$ cat src/rtl/avm_pkg.sv
// Shared definitions for the Avalon-MM command master: widths, FSM states,
// UART register map and a small counter helper.
package avm_pkg;

  localparam int ADDR_W = 4;
  localparam int DATA_W = 8;
  localparam int CNT_W  = 8;

  localparam logic [ADDR_W-1:0] UART_TXDATA = 4'd0;
  localparam logic [ADDR_W-1:0] UART_STATUS = 4'd1;
  localparam logic [ADDR_W-1:0] UART_REG2   = 4'd2;
  localparam logic [ADDR_W-1:0] UART_REG3   = 4'd3;

  typedef enum logic [1:0] {
    IDLE,
    ACCESS,
    RDWAIT,
    RESP
  } state_e;

  // Terminal count for an n-cycle window counted from zero; 0 maps to 0.
  function automatic logic [CNT_W-1:0] cnt_last(input int unsigned n);
    if (n == 0) begin
      return '0;
    end
    return CNT_W'(n - 1);
  endfunction

endpackage

$ cat src/rtl/avm_wait_timer.sv
// Loadable 8-bit counter: counts up waitrequest cycles for the timeout and
// counts down the read-latency window.
module avm_wait_timer
  import avm_pkg::*;
(
  input  logic             clk_i,
  input  logic             srst_i,
  input  logic             clr_i,
  input  logic             load_i,
  input  logic [CNT_W-1:0] load_val_i,
  input  logic             inc_i,
  input  logic             dec_i,
  output logic [CNT_W-1:0] count_o,
  output logic             zero_o
);

  logic [CNT_W-1:0] count_d;
  logic [CNT_W-1:0] count_q;

  // Saturating in both directions so a disabled timeout never wraps.
  always_comb begin
    count_d = count_q;
    if (clr_i) begin
      count_d = '0;
    end else if (load_i) begin
      count_d = load_val_i;
    end else if (inc_i && (count_q != '1)) begin
      count_d = count_q + 8'd1;
    end else if (dec_i && (count_q != '0)) begin
      count_d = count_q - 8'd1;
    end
  end

  always_ff @(posedge clk_i) begin
    if (srst_i) begin
      count_q <= '0;
    end else begin
      count_q <= count_d;
    end
  end

  assign count_o = count_q;
  assign zero_o  = (count_q == '0);

endmodule

$ cat src/rtl/avm_master.sv
// Single-outstanding Avalon-MM host: takes one command, runs one bus access
// with optional waitrequest timeout, and returns a one-cycle response pulse.
module avm_master
  import avm_pkg::*;
#(
  parameter int unsigned READ_LATENCY = 1,
  parameter int unsigned TIMEOUT      = 255
) (
  input  logic              clk_i,
  input  logic              srst_i,
  input  logic              cmd_valid_i,
  output logic              cmd_ready_o,
  input  logic              cmd_write_i,
  input  logic [ADDR_W-1:0] cmd_address_i,
  input  logic [DATA_W-1:0] cmd_writedata_i,
  output logic              rsp_valid_o,
  output logic [DATA_W-1:0] rsp_readdata_o,
  output logic              rsp_timeout_o,
  output logic [ADDR_W-1:0] avm_address_o,
  output logic              avm_read_o,
  output logic              avm_write_o,
  output logic [DATA_W-1:0] avm_writedata_o,
  input  logic [DATA_W-1:0] avm_readdata_i,
  input  logic              avm_waitrequest_i
);

  localparam logic [CNT_W-1:0] RD_LOAD  = cnt_last(READ_LATENCY);
  localparam logic [CNT_W-1:0] TMO_LAST = cnt_last(TIMEOUT);
  localparam bit               TMO_EN   = (TIMEOUT != 0);

  state_e            state_d, state_q;
  logic              cmd_ready_d, cmd_ready_q;
  logic              rsp_valid_d, rsp_valid_q;
  logic [DATA_W-1:0] rsp_readdata_d, rsp_readdata_q;
  logic              rsp_timeout_d, rsp_timeout_q;
  logic [ADDR_W-1:0] avm_address_d, avm_address_q;
  logic              avm_read_d, avm_read_q;
  logic              avm_write_d, avm_write_q;
  logic [DATA_W-1:0] avm_writedata_d, avm_writedata_q;

  logic              tmr_clr, tmr_load, tmr_inc, tmr_dec;
  logic [CNT_W-1:0]  tmr_count;
  logic              tmr_zero;

  avm_wait_timer u_timer (
    .clk_i      (clk_i),
    .srst_i     (srst_i),
    .clr_i      (tmr_clr),
    .load_i     (tmr_load),
    .load_val_i (RD_LOAD),
    .inc_i      (tmr_inc),
    .dec_i      (tmr_dec),
    .count_o    (tmr_count),
    .zero_o     (tmr_zero)
  );

  always_comb begin
    state_d         = state_q;
    rsp_valid_d     = 1'b0;
    rsp_readdata_d  = '0;
    rsp_timeout_d   = 1'b0;
    avm_address_d   = avm_address_q;
    avm_read_d      = avm_read_q;
    avm_write_d     = avm_write_q;
    avm_writedata_d = avm_writedata_q;
    tmr_clr         = 1'b0;
    tmr_load        = 1'b0;
    tmr_inc         = 1'b0;
    tmr_dec         = 1'b0;

    case (state_q)
      IDLE: begin
        if (cmd_valid_i && cmd_ready_q) begin
          state_d         = ACCESS;
          avm_address_d   = cmd_address_i;
          avm_writedata_d = cmd_writedata_i;
          avm_write_d     = cmd_write_i;
          avm_read_d      = ~cmd_write_i;
          tmr_clr         = 1'b1;
        end
      end

      // A low waitrequest always wins, even on the cycle the timeout expires.
      ACCESS: begin
        if (!avm_waitrequest_i) begin
          avm_read_d  = 1'b0;
          avm_write_d = 1'b0;
          if (avm_write_q) begin
            state_d     = RESP;
            rsp_valid_d = 1'b1;
          end else begin
            state_d  = RDWAIT;
            tmr_load = 1'b1;
          end
        end else if (TMO_EN && (tmr_count == TMO_LAST)) begin
          avm_read_d    = 1'b0;
          avm_write_d   = 1'b0;
          state_d       = RESP;
          rsp_valid_d   = 1'b1;
          rsp_timeout_d = 1'b1;
        end else begin
          tmr_inc = 1'b1;
        end
      end

      RDWAIT: begin
        if (tmr_zero) begin
          state_d        = RESP;
          rsp_valid_d    = 1'b1;
          rsp_readdata_d = avm_readdata_i;
        end else begin
          tmr_dec = 1'b1;
        end
      end

      RESP: begin
        state_d = IDLE;
      end

      default: begin
        state_d     = IDLE;
        avm_read_d  = 1'b0;
        avm_write_d = 1'b0;
      end
    endcase

    cmd_ready_d = (state_d == IDLE);
  end

  always_ff @(posedge clk_i) begin
    if (srst_i) begin
      state_q         <= IDLE;
      cmd_ready_q     <= 1'b1;
      rsp_valid_q     <= 1'b0;
      rsp_readdata_q  <= '0;
      rsp_timeout_q   <= 1'b0;
      avm_address_q   <= '0;
      avm_read_q      <= 1'b0;
      avm_write_q     <= 1'b0;
      avm_writedata_q <= '0;
    end else begin
      state_q         <= state_d;
      cmd_ready_q     <= cmd_ready_d;
      rsp_valid_q     <= rsp_valid_d;
      rsp_readdata_q  <= rsp_readdata_d;
      rsp_timeout_q   <= rsp_timeout_d;
      avm_address_q   <= avm_address_d;
      avm_read_q      <= avm_read_d;
      avm_write_q     <= avm_write_d;
      avm_writedata_q <= avm_writedata_d;
    end
  end

  assign cmd_ready_o     = cmd_ready_q;
  assign rsp_valid_o     = rsp_valid_q;
  assign rsp_readdata_o  = rsp_readdata_q;
  assign rsp_timeout_o   = rsp_timeout_q;
  assign avm_address_o   = avm_address_q;
  assign avm_read_o      = avm_read_q;
  assign avm_write_o     = avm_write_q;
  assign avm_writedata_o = avm_writedata_q;

endmodule
$ cat config.mk
export PLATFORM = sky130hd
export DESIGN_NAME = avm_master
export DESIGN_NICKNAME = d
export VERILOG_FILES = /design/src/rtl/avm_pkg.sv /design/src/rtl/avm_wait_timer.sv /design/src/rtl/avm_master.sv
export SDC_FILE = /design/constraint.sdc
export NUM_CORES = 1
export LEC_CHECK = 0
export CELL_PAD_IN_SITES_DETAIL_PLACEMENT = 0
export CELL_PAD_IN_SITES_GLOBAL_PLACEMENT = 1
export CORE_MARGIN = 2
export CORE_UTILIZATION = 35
export CTS_CLUSTER_SIZE = 10
export DETAILED_ROUTE_END_ITERATION = 12
export GPL_ROUTABILITY_DRIVEN = 1
export PLACE_DENSITY_LB_ADDON = 0.1
export SLEW_MARGIN = 25
export SYNTH_ARGS = -nofsm -noshare
export SYNTH_HDL_FRONTEND = slang
export SYNTH_HIERARCHICAL = 1
export SYNTH_SLANG_ARGS = --single-unit
$ cat constraint.sdc
create_clock -name clk_i -period 3.6 [get_ports clk_i]
set_input_delay 0.72 -clock clk_i [delete_from_list [all_inputs] [get_ports clk_i]]
set_output_delay 0.72 -clock clk_i [all_outputs]
set_load 0.005 [all_outputs]
**After elaboration in Yosys (flattened, before gate mapping)**

Index checks and enable logic that the tools add are counted.

- Equality and inequality tests: 7
- Add/subtract/negate cells: 2
- Reductions and logical operators: 14
- Bitwise gates (word level): 5
- Muxes and demuxes: 29

Operators by type and width:

| kind | number |
|---|---|
| $mux 1 | 19 |
| $mux 8 | 2 |
| $reduce_or 3->1 | 3 |
| $add 8x1->8 const B | 1 |
| $eq 8x8->1 const B | 1 |
| $logic_not 8->1 | 1 |
| $mux 2 | 4 |
| $ne 8x8->1 const B | 1 |
| $pmux 2 s4 | 1 |
| $reduce_bool 8->1 | 1 |
| $sub 8x1->8 const B | 1 |
| $pmux 1 s2 | 3 |
| $not 1->1 | 5 |
| $eq 2x2->1 const B | 2 |
| $logic_not 2->1 | 2 |
| $reduce_bool 2->1 | 2 |
| $logic_and 1x1->1 | 3 |
| $ne 3x3->1 const B | 1 |
| $reduce_and 3->1 | 1 |
| $eq 2x1->1 const B | 1 |
| $ne 2x2->1 const B | 1 |
| $reduce_and 2->1 | 1 |

- Register bits after elaboration: 35
- Output and inout bits: 25

**Longest topological paths before layout**

Gate-level depths: netlist of run 1.

- Depth in word-level cells: 6
- Mapped depth: 11
- Gate-level depth less buffers: 11

**Modules after synthesis**

Netlist of run 1, hierarchy kept.

Modules (own cells, without submodules):

| module | seq. area each (µm²) | times used | cells each | area an instance (µm²) |
|---|---|---|---|---|
| avm_master | 540.5 | 1 | 118 | 1064.8 |
| avm_wait_timer | 160.2 | 1 | 90 | 749.5 |

**Worst setup path before layout of run 1**

Ideal clock, no wire load.

- Path kind: input port to flip-flop
- Start: in avm_waitrequest_i
- End: reg u_timer.count_q[7], in the netlist u_timer/count_o[7]
- Arrival: 2.488 ns
- Cell stages on the path: 9
- Path buffers: 0
- Path slack: 1.021 ns
- Cells stage by stage: nand2_1 o21ba_2 o21ai_2 ha_1 a211oi_2 o31ai_2 o221a_1 a211o_1 a311oi_1

- Cells in the longest elaborated chain, start to end: 4
- Elaborated cells on any way between the ends: 8

RTL lines:

| what | RTL line | text |
|---|---|---|
| from (decl) | avm_master.sv:24 | `input logic avm_waitrequest_i` |
| $mux 1 (*) | avm_master.sv:85 | `if (!avm_waitrequest_i) begin` |
| $mux 1 (*) | avm_master.sv:71 | `case (state_q)` |
| net tmr_inc | avm_master.sv:41 | `logic tmr_clr, tmr_load, tmr_inc, tmr_dec;` |
| $logic_and 1x1->1 (*) | avm_wait_timer.sv:27 | `end else if (inc_i && (count_q != '1)) begin` |
| $mux 8 / $reduce_bool 2->1 (equally long branches) | -- |  |
| to (signal assigned) | avm_wait_timer.sv:38 | `count_q <= count_d;` |
| to (decl) | avm_wait_timer.sv:18 | `logic [CNT_W-1:0] count_q;` |

The timed path passes the listed nets; every way through them passes the cells marked *.
A chain may end at the register's enable or synchronous reset.

**Worst setup path in the final report of run 1**

Ends and elaborated chain as after synthesis.

==> results_dict.tcl, run 1 <==
set metrics [dict create \
    status "finished clean" \
    grt_pass1_vias 1422 \
    slew_headroom_pct 64.11 \
    top_layer "met4" \
    antenna_cells 0 \
    dr.pass1.iters 4 \
    clock.fmax_mhz 333.0 \
    drive_gt1_share_pct 8.550 \
    cp_max_fo 12 \
    skew_ns 0.003807 \
    ys_ff_latch 35 \
    p_leak_nw 0.9799 \
    initial_core_util_pct 35.98 \
    worstReg2RegEnd "u_timer/count_o[7]" \
    wl_met3_um 218 \
    arrival_ns 3.19 \
    drv_cap 0 \
    clockBufferDepth 2 \
    min_path_type "reg2reg" \
    cts_tree "yes" \
    hold_buffers 0 \
    power_mw 1.627 \
    die_w_um 76.00 \
    grt_max_degree 20 \
    synth_edf_count 0 \
    wl_met1_um 1949 \
    wl_met2_um 1733 \
    cts_setup_buffers 0 \
    num_rows 26 \
    postRouteAntennaNets 0 \
    criticalPathCategory "in2reg" \
    drtIter0Drc 58 \
    endpoint "u_timer/count_o[7]" \
    synth.distinct_cells 52 \
    fin_nets 305 \
    nFillCells 520 \
    antenna_found_initial 0 \
    grt_remaining_overflow 0 \
    wl_per_cell_um 11.60 \
    r2r-start "state_q[1]" \
    die_h_um 76.00 \
    r2r_slack_ns 0.83 \
    reg2regPathDepth 11 \
    finalSetupViolCount 0 \
    cp-end-kind "flip-flop" \
    cts_root_buf "clkbuf_8" \
    netlist_area_um2 1814 \
    clock_latency_ns 0.28 \
    synth.most_common_cell "dfxtp_1" \
    path_clk_slew_ns 0.07 \
    critPathLaunchType "primary input" \
    powerDensity_nw_per_um2 649.3 \
    yosysWarningCount 6 \
    async_flop_share_pct 0 \
    rsz0062_at_grt "no" \
    gp_congestion 0.7756 \
    dp_hpwl_um 2939 \
    viasPerCell 4.634 \
    track_usage_pct 14.69 \
    yosysSeqAreaShare_pct 38.62 \
    holdWs_ns 0.4513 \
    cts_max_level 2 \
    vias 1571 \
    core_area_um2 5042 \
    finalCriticalPeriod_ns 3.003 \
    numCtsBuffers 5 \
    tns_ns 0 \
    synth_top_area_share_pct 38.62 \
    tightest_slew_ns 0.5382 \
    synthTopCellsByCount "dfxtp_1 (35), nand2_1 (34), a21oi_1 (23)" \
    post_cts_resized 0 \
    synth_area_leaders "dfxtp_1 (39%), ha_1 (7.6%), nand2_1 (7.0%)" \
    ys.flop_type "dfxtp_1" \
    cp_data_required_time_ns 3.79 \
    area_growth_pct 38.14 \
    dieArea_um2 5775 \
    slew_violations 0 \
    wirelength_um 3934 \
    peakVddDrop_uv 306.6 \
    fin_crit_sh_pct 83.43 \
    worstSetupStartpoint "avm_waitrequest_i" \
    cts_sinks 35 \
    drc 0 \
    hold_viol_final 0 \
    netlist_instances 208 \
    numPortBuffers 49 \
    syn_avg_cell_area_um2 8.722 \
    ios 50 \
    grt_pass1_wl_um 6962 \
    yosys.area.top_type "dfxtp_1" \
]
[worst min-delay path by stage]
| stage | from | depth (start not counted) | slack (ns) | to |
|---|---|---|---|---|
| 6_report | avm_writedata_o[5] | 2 | 0.45 | avm_writedata_o[5] |
| 5_1_grt | avm_writedata_o[5] | 2 | 0.48 | avm_writedata_o[5] |
| 4_1_cts | avm_writedata_o[7] | 2 | 0.45 | avm_writedata_o[7] |
| 3_5_place_dp | avm_writedata_o[7] | 2 | 0.45 | avm_writedata_o[7] |
| 3_3_place_gp | avm_writedata_o[7] | 2 | 0.44 | avm_writedata_o[7] |
| 2_1_floorplan | avm_address_o[0] | 2 | 0.45 | avm_address_o[0] |
[worst max-delay path: stages]
cell and delay [ns]:
clkdlybuf4s50_1 0.50, nand2_1 0.10, o21ba_2 0.30, o21ai_2 0.18
ha_1 0.35, a211oi_2 0.24, o31ai_2 0.11, o221a_1 0.25
a211o_1 0.26, a311oi_1 0.18
[placed cells by master (no fill, tap or decap), types with 7 or more instances in the layout]
cell	netlist	routed
conb_1	1	8
ha_1	11	11
a21oi_1	23	23
nand2_1	34	34
nor2_1	12	12
and2_1	8	8
clkdlybuf4s50_1	0	49
o21ai_0	11	11
dfxtp_1	35	35
clkbuf_8	0	7
[state kept, by name, indices dropped and copies added, names as in the netlist]
name	flops
rsp_timeout_o	1
rsp_readdata_o	8
avm_writedata_o	8
avm_read_o	1
avm_address_o	4
avm_write_o	1
u_timer/count_o	8
rsp_valid_o	1
cmd_ready_o	1
state_q	2
[logic make-up (layout without fill, tap and decap cells)]
kind of cell,Yosys count,count (layout),share of synthesized area (%)
buf+inv,13,67,3.379
other cells,1,8,0.2067
simple gates,80,80,22.76
flops,35,35,38.62
compound gates,57,57,21.10
fa+ha+maj,12,12,8.690
xor+xnor,4,4,1.931
mux,6,6,3.310
[routing by layer]
| layer | global-route usage (%) | vias up |
|---|---|---|
| met1 | 19.84 | 694 |
| li1 | - | 842 |
| met2 | 22.41 | 31 |
| met3 | 4.858 | 4 |
| met5 | 0 | - |
| met4 | 4.364 | 0 |
[power by group]
part | internal, mW | switching (mW) | leakage, nW
Clock | 0.174 | 0.131 | 0.0515
Combinational | 0.382 | 0.414 | 0.643
Sequential | 0.456 | 0.0701 | 0.285
Total | 1.01 | 0.615 | 0.980
[per-stage QoR]
step	cell area [um^2]	util, %	worst slack, ns	cells
after global routing	2506	49.70	0.3908	339
after detailed placement	2406	47.72	0.2964	331
after CTS	2506	49.70	0.5922	339
final	2506	49.70	0.5966	339
after global placement	2406	47.72	0.3415	331
after floorplan	1841	-	1.021	215
[area by class of cell]
type                    instances  area [um^2]  share of cell area, %
clock buffers                   8        100.1                  3.994
inverters                       7        26.28                  1.048
multi-input cells             167         1079                  43.04
flip-flops and latches         35        700.7                  27.96
well taps                      70        87.58                  3.495
repair buffers                 52        513.0                  20.47
Power figures use the tool's default switching activity.
==> inputs of run 2 (changes only) <==
--- a/config.mk
+++ b/config.mk
@@ -8,7 +8,7 @@
 export CELL_PAD_IN_SITES_DETAIL_PLACEMENT = 0
 export CELL_PAD_IN_SITES_GLOBAL_PLACEMENT = 1
 export CORE_MARGIN = 2
-export CORE_UTILIZATION = 35
+export CORE_UTILIZATION = 32
 export CTS_CLUSTER_SIZE = 10
 export DETAILED_ROUTE_END_ITERATION = 12
 export GPL_ROUTABILITY_DRIVEN = 1
==> constraint.sdc (replaced) <==
create_clock -name clk_i -period 2.75 [get_ports clk_i]
set_input_delay 0.55 -clock clk_i [delete_from_list [all_inputs] [get_ports clk_i]]
set_output_delay 0.55 -clock clk_i [all_outputs]
set_load 0.005 [all_outputs]
==> run 2 against run 1 <==
Compared with the run above: combinational power is 58% higher; flip-flop and latch count stayed put; non-clock buffer count is 20 higher; wire length is 11% higher; setup slack worse by 0.46 ns; via count is 4.8% higher; total power is 49% higher; clock-buffer cell count is 3 lower; final area is 8.6% higher; utilization is 0.26 points lower; critical endpoint unchanged; largest cell class unchanged.
==> results_dict.tcl, run 2 (synthesis results as in run 1) <==
set metrics [dict create \
    antenna_cells 0 \
    dieArea_um2 6288 \
    initial_core_util_pct 32.95 \
    p_leak_nw 1.090 \
    drv_cap 0 \
    min_path_type "reg2reg" \
    track_usage_pct 14.48 \
    viasPerCell 4.562 \
    clock.fmax_mhz 381.9 \
    cts_setup_buffers 0 \
    antenna_found_initial 0 \
    tns_ns 0 \
    wl_per_cell_um 12.09 \
    gp_congestion 0.7453 \
    critPathLaunchType "primary input" \
    internal-power_mw 1.526 \
    finalCriticalPeriod_ns 2.618 \
    layout.cells.most_common_list "clkdlybuf4s50_1 (49), dfxtp_1 (35), nand2_1 (34)" \
    multi_input_area_um2 1130 \
    cts_root_buf "clkbuf_8" \
    cts_sinks 35 \
    wirelength_um 4365 \
    grt_remaining_overflow 0 \
    p_seq_share_pct 28.6 \
    powerDensity_nw_per_um2 891.3 \
    path_clk_slew_ns 0.08 \
    cp_max_fo 7 \
    drive_gt1_share_pct 16.26 \
    core_area_um2 5507 \
    cts_max_level 2 \
    cp-end-kind "flip-flop" \
    cts_tree "yes" \
    clock_latency_ns 0.29 \
    grt_pass1_wl_um 7148 \
    fin_crit_sh_pct 95.21 \
    status "finished clean" \
    skew_ns 0.009168 \
    fin_nets 325 \
    arrival_ns 2.82 \
    cp_data_required_time_ns 2.95 \
    area_growth_pct 50.07 \
    rsz0062_at_grt "no" \
    swShare_pct 37.13 \
    vias 1647 \
    post_cts_resized 0 \
    dr.pass1.iters 4 \
    combPwrFrac_pct 52.0 \
    nFillCells 553 \
    num_rows 27 \
    ios 50 \
    slew_violations 0 \
    finalSetupViolCount 0 \
    p_clk_share_pct 19.4 \
    postRouteAntennaNets 0 \
    grt_pass1_vias 1534 \
    dp_hpwl_um 3340 \
    hold_buffers 0 \
    die_w_um 79.30 \
    seqCellArea_um2 700.7 \
    grt_max_degree 16 \
    switchingPower_mw 0.9010 \
    numCtsBuffers 5 \
    drtIter0Drc 35 \
    criticalPathCategory "in2reg" \
    clockBufferDepth 2 \
    hold_viol_final 0 \
    peakVddDrop_uv 493.4 \
    layout_commonest_cell "clkdlybuf4s50_1" \
    die_h_um 79.30 \
    numPortBuffers 49 \
    power_mw 2.427 \
    drc 0 \
]
-- run 2: cell count changes in the layout (fill, tap and decap cells not counted), moves of 2 or more --
| cell | delta |
|---|---|
| buf_4 | +20 |
| ha_4 | +2 |
| clkbuf_8 | -2 |
| ha_1 | -2 |
-- run 2: worst max-delay path, cell delays in order --
cell,delay [ns]
clkdlybuf4s50_1,0.48
nand2_1,0.10
o21ba_4,0.25
o21ai_4,0.10
buf_4,0.18
ha_1,0.28
o21a_2,0.21
o221a_1,0.22
a211o_1,0.28
a311oi_1,0.18
-- run 2: worst paths after layout --
path / end / depth (start not counted) / slack (ns) / startpoint
worst max register to register: u_timer/count_o[7] / 8 / 0.18 / u_timer/count_o[1]
worst min register to register: avm_writedata_o[7] / 2 / 0.45 / avm_writedata_o[7]
worst max-delay path: u_timer/count_o[7] / 10 / 0.13 / avm_waitrequest_i
worst min-delay path: avm_writedata_o[7] / 2 / 0.45 / avm_writedata_o[7]
-- run 2: layer usage --
metal	vias to the layer above	track usage, %	wire, um
met5	-	0	0
met4	0	5.172	51
met3	5	4.318	236
met2	35	23.64	2023
met1	722	18.07	2054
li1	885	-	-
-- run 2: stage by stage --
stage	cells	instance area [um^2]	hold slack [ns]	setup WS (ns)	utilization, %
after floorplan	215	1841	0.4527	0.2493	-
after global placement	353	2559	0.4418	-0.1968	46.47
after detailed placement	353	2559	0.4479	-0.2493	46.47
after CTS	361	2671	0.4590	0.08664	48.51
after global routing	361	2723	0.4885	0.02847	49.44
final	361	2723	0.4542	0.1318	49.44
-- run 2: final cells by class --
type / count / share of cell area (%)
well taps: 72 / 3.309
repair buffers: 72 / 24.36
flip-flops and latches: 35 / 25.74
inverters: 7 / 0.9651
clock buffers: 5 / 2.528
clock inverters: 3 / 1.608
multi-input cells: 167 / 41.50
-- run 2: power by group through the flow --
stage	combinational [mW]	sequential [mW]	clock [mW]
final	1.26	0.694	0.471
after global routing	1.41	0.712	0.504
after CTS	1.21	0.691	0.487
after detailed placement	1.20	0.703	0
after global placement	1.21	0.702	0
after floorplan	0.788	0.687	0
